## config.mk

```make
export PLATFORM = sky130hd
export DESIGN_NAME = config_bit_loader
export DESIGN_NICKNAME = d
export VERILOG_FILES = /design/src/rtl/config_bit_loader.sv
export SDC_FILE = /design/constraint.sdc
export NUM_CORES = 1
export LEC_CHECK = 0
export CORE_MARGIN = 2
export CORE_UTILIZATION = 50
export CTS_BUF_LIST = sky130_fd_sc_hd__clkbuf_4
export CTS_CLUSTER_DIAMETER = 80
export DETAILED_ROUTE_END_ITERATION = 8
export MAX_ROUTING_LAYER = met4
export PLACE_DENSITY_LB_ADDON = 0.3
export SYNTH_ARGS = -nofsm -noshare
export SYNTH_HDL_FRONTEND = slang
export SYNTH_SLANG_ARGS = --single-unit
```

## constraint.sdc

```tcl
create_clock -name clk -period 1.5 [get_ports clk]
set_input_delay 0.3 -clock clk [delete_from_list [all_inputs] [get_ports clk]]
set_output_delay 0.3 -clock clk [all_outputs]
set_load 0.02 [all_outputs]
```

## src/rtl/config_bit_loader.sv

```systemverilog
// Serial loader for the routing transmission-gate SRAM bits. Bits are shifted
// into a shadow register and only committed to sram_bits after a full frame.
module config_bit_loader #(
  parameter int unsigned N_BITS = 32,
  parameter int unsigned CNT_W  = $clog2(N_BITS + 1)
) (
  input  logic              clk,
  input  logic              rst_n,
  input  logic              cfg_start,
  input  logic              cfg_abort,
  input  logic              cfg_clear,
  input  logic              cfg_data,
  input  logic              cfg_valid,
  output logic              cfg_ready,
  output logic              cfg_busy,
  output logic              cfg_done,
  output logic              cfg_err,
  output logic [CNT_W-1:0]  cfg_count,
  output logic [N_BITS-1:0] sram_bits
);

  typedef enum logic [1:0] {
    IDLE   = 2'd0,
    SHIFT  = 2'd1,
    COMMIT = 2'd2
  } state_e;

  localparam logic [CNT_W-1:0] LAST_BEAT = CNT_W'(N_BITS - 1);

  state_e              state_q;
  logic [N_BITS-1:0]   shadow_q;
  logic [N_BITS-1:0]   sram_q;
  logic [CNT_W-1:0]    count_q;
  logic                done_q;
  logic                err_q;

  // Single-process FSM; priority is clear > abort > start > data beat.
  always_ff @(posedge clk) begin
    if (!rst_n) begin
      state_q  <= IDLE;
      shadow_q <= '0;
      sram_q   <= '1;
      count_q  <= '0;
      done_q   <= 1'b0;
      err_q    <= 1'b0;
    end else begin
      done_q <= 1'b0;
      err_q  <= 1'b0;
      if (cfg_clear) begin
        sram_q  <= '1;
        state_q <= IDLE;
        count_q <= '0;
        err_q   <= (state_q != IDLE);
      end else if (cfg_abort && (state_q != IDLE)) begin
        state_q <= IDLE;
        count_q <= '0;
        err_q   <= 1'b1;
      end else if (cfg_start) begin
        // A start inside a frame discards it, including any same-cycle beat.
        state_q  <= SHIFT;
        count_q  <= '0;
        shadow_q <= '0;
        err_q    <= (state_q != IDLE);
      end else begin
        case (state_q)
          SHIFT: begin
            if (cfg_valid) begin
              shadow_q <= {shadow_q[N_BITS-2:0], cfg_data};
              count_q  <= count_q + CNT_W'(1);
              if (count_q == LAST_BEAT) begin
                state_q <= COMMIT;
              end
            end
          end
          COMMIT: begin
            sram_q  <= shadow_q;
            done_q  <= 1'b1;
            count_q <= '0;
            state_q <= IDLE;
          end
          default: begin
            state_q <= IDLE;
          end
        endcase
      end
    end
  end

  // Handshake flags decode straight from the state register.
  assign cfg_ready = (state_q == SHIFT);
  assign cfg_busy  = (state_q == SHIFT) || (state_q == COMMIT);
  assign cfg_done  = done_q;
  assign cfg_err   = err_q;
  assign cfg_count = count_q;
  assign sram_bits = sram_q;

endmodule

```

Word-level counts from Yosys, hierarchy flattened. Index checks and enable logic that the tools add are counted.

Flip-flop bits (word level): 74. Input bits: 7. Word-level logic and storage cells: 47.

Add/sub/neg operators: 1. Eq/ne operators: 6. Muxes and demuxes: 13. Bitwise logic cells: 5. Reductions and logical operators: 15.

Operators with widths (number): $mux W32 (3); $pmux W6 S2 (1); $mux W1 (8); $reduce_bool A2 Y1 (4); $add A6 B1 Y6 const B (1); $eq A6 B5 Y1 const B (1); $mux W6 (1); $reduce_and A2 Y1 (3); $not A1 Y1 (5); $reduce_or A5 Y1 (1); $reduce_and A4 Y1 (1); $reduce_or A4 Y1 (1); $ne A3 B2 Y1 const B (1); $ne A3 B3 Y1 const B (1); $reduce_and A3 Y1 (1); $reduce_or A3 Y1 (1); $eq A2 B1 Y1 const B (1); $eq A2 B2 Y1 const B (1); $ne A2 B2 Y1 const B (1); $reduce_or A2 Y1 (1); $logic_and A1 B1 Y1 (1); $logic_or A1 B1 Y1 (1).

Logic depth before layout (Yosys ltp).
Depth in word-level cells: 5. Depth in mapped cells: 8.

Worst setup path after synthesis. No wires, ideal clock.

Kind: register to register. Start: reg state_q[1]. End: reg count_q[5], in the netlist cfg_count[5]. Setup time: 67 ps. Data arrival time: 1634 ps. Data required time: 1433 ps. Slack: -202 ps. Cell stages (with the launch flop): 7. Buffers on the path: 1. Cells stage by stage: dfxtp_1 inv_1 ha_1 buf_6 mux2i_2 or4_4 a21oi_2.

Cells in the longest elaborated chain, start to end: 3.

Ends and longest elaborated chain: start, declared (line 30) `state_e state_q;`; start signal, assigned (line 40) `state_q <= IDLE;`; start signal, assigned (line 51) `state_q <= IDLE;`; start signal, assigned (line 55) `state_q <= IDLE;`; $eq A2 B1 Y1 (*); net cfg_ready (line 14) `output logic cfg_ready,`; $ne A2 B2 Y1 (no source line) or $reduce_bool A2 Y1 (tied branches); $reduce_and A2 Y1 (no source line); end signal, assigned (line 69) `count_q <= count_q + CNT_W'(1);`; end, declared (line 33) `logic [CNT_W-1:0] count_q;`.

The timed path passes the listed nets; every way through them passes the cells marked *. A chain may end at the register's enable or synchronous reset.

Worst setup path in the final report.
Start: reg state_q[0]. End: reg shadow_q[21].

Cells in the longest elaborated chain, start to end: 4.

Ends and longest elaborated chain: parallel branches: the longest is 3 deep, another holds $eq A2 B1 Y1; $reduce_and A4 Y1 (no source line) (*); end signal, assigned (line 68) `shadow_q <= {shadow_q[N_BITS-2:0], cfg_data};`; end, declared (line 31) `logic [N_BITS-1:0] shadow_q;`.

Every way passes the cells marked *.

==> results.sh <==
export IMPL_grt_pass1_wl_um=13370
export IMPL_power_leakage_nw=1.423
export IMPL_synth_area_leaders="dfxtp_1 (46%), nand3_1 (10%), o31ai_1 (7.7%)"
export IMPL_clk_insertion_delay_late_ns=0.41
export IMPL_fp_row_count=29
export IMPL_critPathMaxFanout=8
export IMPL_switching_power_uw=882.2
export IMPL_grt_pass1_vias=2825
export IMPL_numCtsBuffers=9
export IMPL_startpoint_type="register"
export IMPL_place_congestion=0.8239
export IMPL_ys_seq_area_frac=0.4591
export IMPL_die_w_um=84.34
export IMPL_fill_cells=488
export IMPL_final_nets=432
export IMPL_gr_total_overflow=0
export IMPL_pwr_share_comb=0.084
export IMPL_die_area_um2=7112
export IMPL_grt_setup_unrepaired="true"
export IMPL_start_util=0.5141
export IMPL_layout_commonest_cell="dfxtp_1"
export IMPL_powerDensity_nw_per_um2=823.2
export IMPL_area_delta_synth_final_pct=36.76
export IMPL_drtIter0Drc=179
export IMPL_viasPerCell=6.098
export IMPL_antenna_found_initial=0
export IMPL_critPathKind="reg -> reg"
export IMPL_p_sw_frac=0.2428
export IMPL_drive_above_1_share=0.2476
export IMPL_worstMarginPinSlew_ns=0.3159
export IMPL_status="finished with violations"
export IMPL_wl_per_cell_um=16.71
export IMPL_setup_ws_ns=-0.04072
export IMPL_finalSetupViolations=14
export IMPL_holdWs_ns=0.4760
export IMPL_synth_edf_count=0
export IMPL_hpwl_um=4941
export IMPL_yosysWarnings=0
export IMPL_p_int_mw=2.751
export IMPL_syn_area_per_cell_um2=8.792
export IMPL_h_tree_depth=3
export IMPL_synthCells=367
export IMPL_regToRegSetupSlack_ns=-0.04
export IMPL_drc_errors=0
export IMPL_syn_area_um2=3227
export IMPL_drv_slew=0
export IMPL_die_h_um=84.34
export IMPL_timing_setup_tns_ns=-0.2256
export IMPL_grt_max_degree=34
export IMPL_clock_skew_ns=0.01035
export IMPL_async_flop_share=0
export IMPL_seqPwrFrac=0.542
export IMPL_cts_sink_count=74
export IMPL_fin_crit_sh=1.027
export IMPL_violations="setup timing"
export IMPL_num_io_pins=49
export IMPL_cts_root_buffer="clkbuf_4"
export IMPL_vias=3055
export IMPL_synth_seq_cells=74
export IMPL_cts_tree="done"
export IMPL_hold_violations=0
export IMPL_port_buffers=48
export IMPL_drv_cap=0
export IMPL_first_pass_iters=4
export IMPL_end_kind="register"
export IMPL_max_freq_ghz=0.6490
export IMPL_insertedDiodeCount=0
export IMPL_grtUsageTotal=0.2332
export IMPL_post_route_util=0.7030
export IMPL_reg2regPathDepth=7
export IMPL_yosysTopAreaCell="dfxtp_1"
export IMPL_layout_common_cells="dfxtp_1 (71), nand3_1 (67), dlygate4sd2_1 (34)"
export IMPL_synth_nets=379
export IMPL_clock_power_share=0.374
export IMPL_timing_rr_start="state_q[0]"
export IMPL_synth_top_cell_area_share=0.4591
export IMPL_ant_nets=0
export IMPL_clk_pin_slew_worst_paths_ns=0.12
export IMPL_ys_flop_type="dfxtp_1"
export IMPL_slew_headroom=0.7887
export IMPL_ir_worst_vdd_v=0.0005777
export IMPL_dpl_worst_slack_ns=-0.2187
export IMPL_arrival_ns=1.88
export IMPL_cp_required_ns=1.84
export IMPL_endpoint="shadow_q[21]"
export IMPL_core_area_um2=6277
export IMPL_period_minus_slack_ns=1.541
export IMPL_cts_buffer_depth=2
export IMPL_worstHoldPathType="in -> reg"
export IMPL_drt_wl_total_um=8370
export IMPL_r2r_end="shadow_q[21]"
export IMPL_ys_types=36
export IMPL_crit_start="state_q[0]"
[timing repair]
action	CTS	global route
pin swaps	3	13
setup buffers	4	0
endpoints found under the setup margin	79	48
hold buffers	0	0
gates cloned	2	0
gates resized for setup	68	74
[state kept, by name, summed over array words and instances (netlist names)]
| signal | count |
|---|---|
| shadow_q | 32 |
| sram_bits | 32 |
| cfg_count | 6 |
| state_q | 2 |
| cfg_done | 1 |
| cfg_err | 1 |
[cells by family (layout without fill, tap and decap cells)]
family	after synthesis	in the layout	synth area share
AND/OR/NAND/NOR	127	127	0.2199
multiplexers	1	1	0.004264
adder cells (fa/ha/maj)	5	5	0.01939
buffers and inverters	49	106	0.06514
AO/OA/AOI/OAI	111	111	0.2323
flip-flops	74	74	0.4591
[stage by stage]
| step | cell area (um^2) | cells | total power [mW] |
|---|---|---|---|
| floorplan | 3243 | 367 | 2.144 |
| global placement | 4031 | 483 | 2.260 |
| detailed placement | 4031 | 483 | 2.263 |
| CTS | 4254 | 504 | 3.650 |
| global route | 4413 | 501 | 3.781 |
| finish | 4413 | 501 | 3.633 |
[final cells by class]
cell class,count,area (um^2),share of cell area
clock buffer,9,67.56,0.01531
clock inverter,6,82.58,0.01871
inverter,4,21.27,0.004820
multi-input combinational,244,1789,0.4054
sequential,74,1485,0.3365
tap,77,96.34,0.02183
timing repair buffer,87,870.8,0.1973
[cell usage after synthesis (5+ instances only)]
library cell,number
o21ai_0,34
nand3_1,67
o31ai_1,33
ha_1,5
nor2b_1,5
buf_2,14
nand4_1,33
a21boi_1,5
dfxtp_1,74
a21boi_0,27
clkbuf_1,26
[metal layers]
metal,track usage,routed length [um],vias up
met4,0.07071,120,0
met5,-,0,-
met1,0.3006,3789,1474
li1,-,-,1483
met2,0.3745,4106,88
met3,0.04425,354,10
[power groups by stage]
stage          registers [mW]  clock network, mW  logic, mW
4_1_cts                  1.97               1.39      0.292
2_1_floorplan            2.01                  0      0.130
3_5_place_dp             2.01                  0      0.250
3_3_place_gp             2.01                  0      0.248
5_1_grt                  1.97               1.49      0.319
6_report                 1.97               1.36      0.305
[worst min-delay path by stage]
stage          cells past startpoint  slack (ns)         start      endpoint
5_1_grt                            2        0.50  shadow_q[31]  shadow_q[31]
2_1_floorplan                      2        0.45      cfg_data   shadow_q[0]
4_1_cts                            3        0.46      cfg_data   shadow_q[0]
3_3_place_gp                       2        0.47  shadow_q[31]  shadow_q[31]
6_report                           3        0.48      cfg_data   shadow_q[0]
3_5_place_dp                       2        0.48  shadow_q[29]  shadow_q[30]
[worst max-delay path, stage by stage (launching register included)]
cell	delay [ns]
dfxtp_2	0.36
buf_6	0.11
ha_4	0.18
buf_6	0.13
a21oi_4	0.24
buf_6	0.22
o31ai_1	0.08
a21boi_0	0.16
No activity file was read; power rests on OpenSTA's default activity.
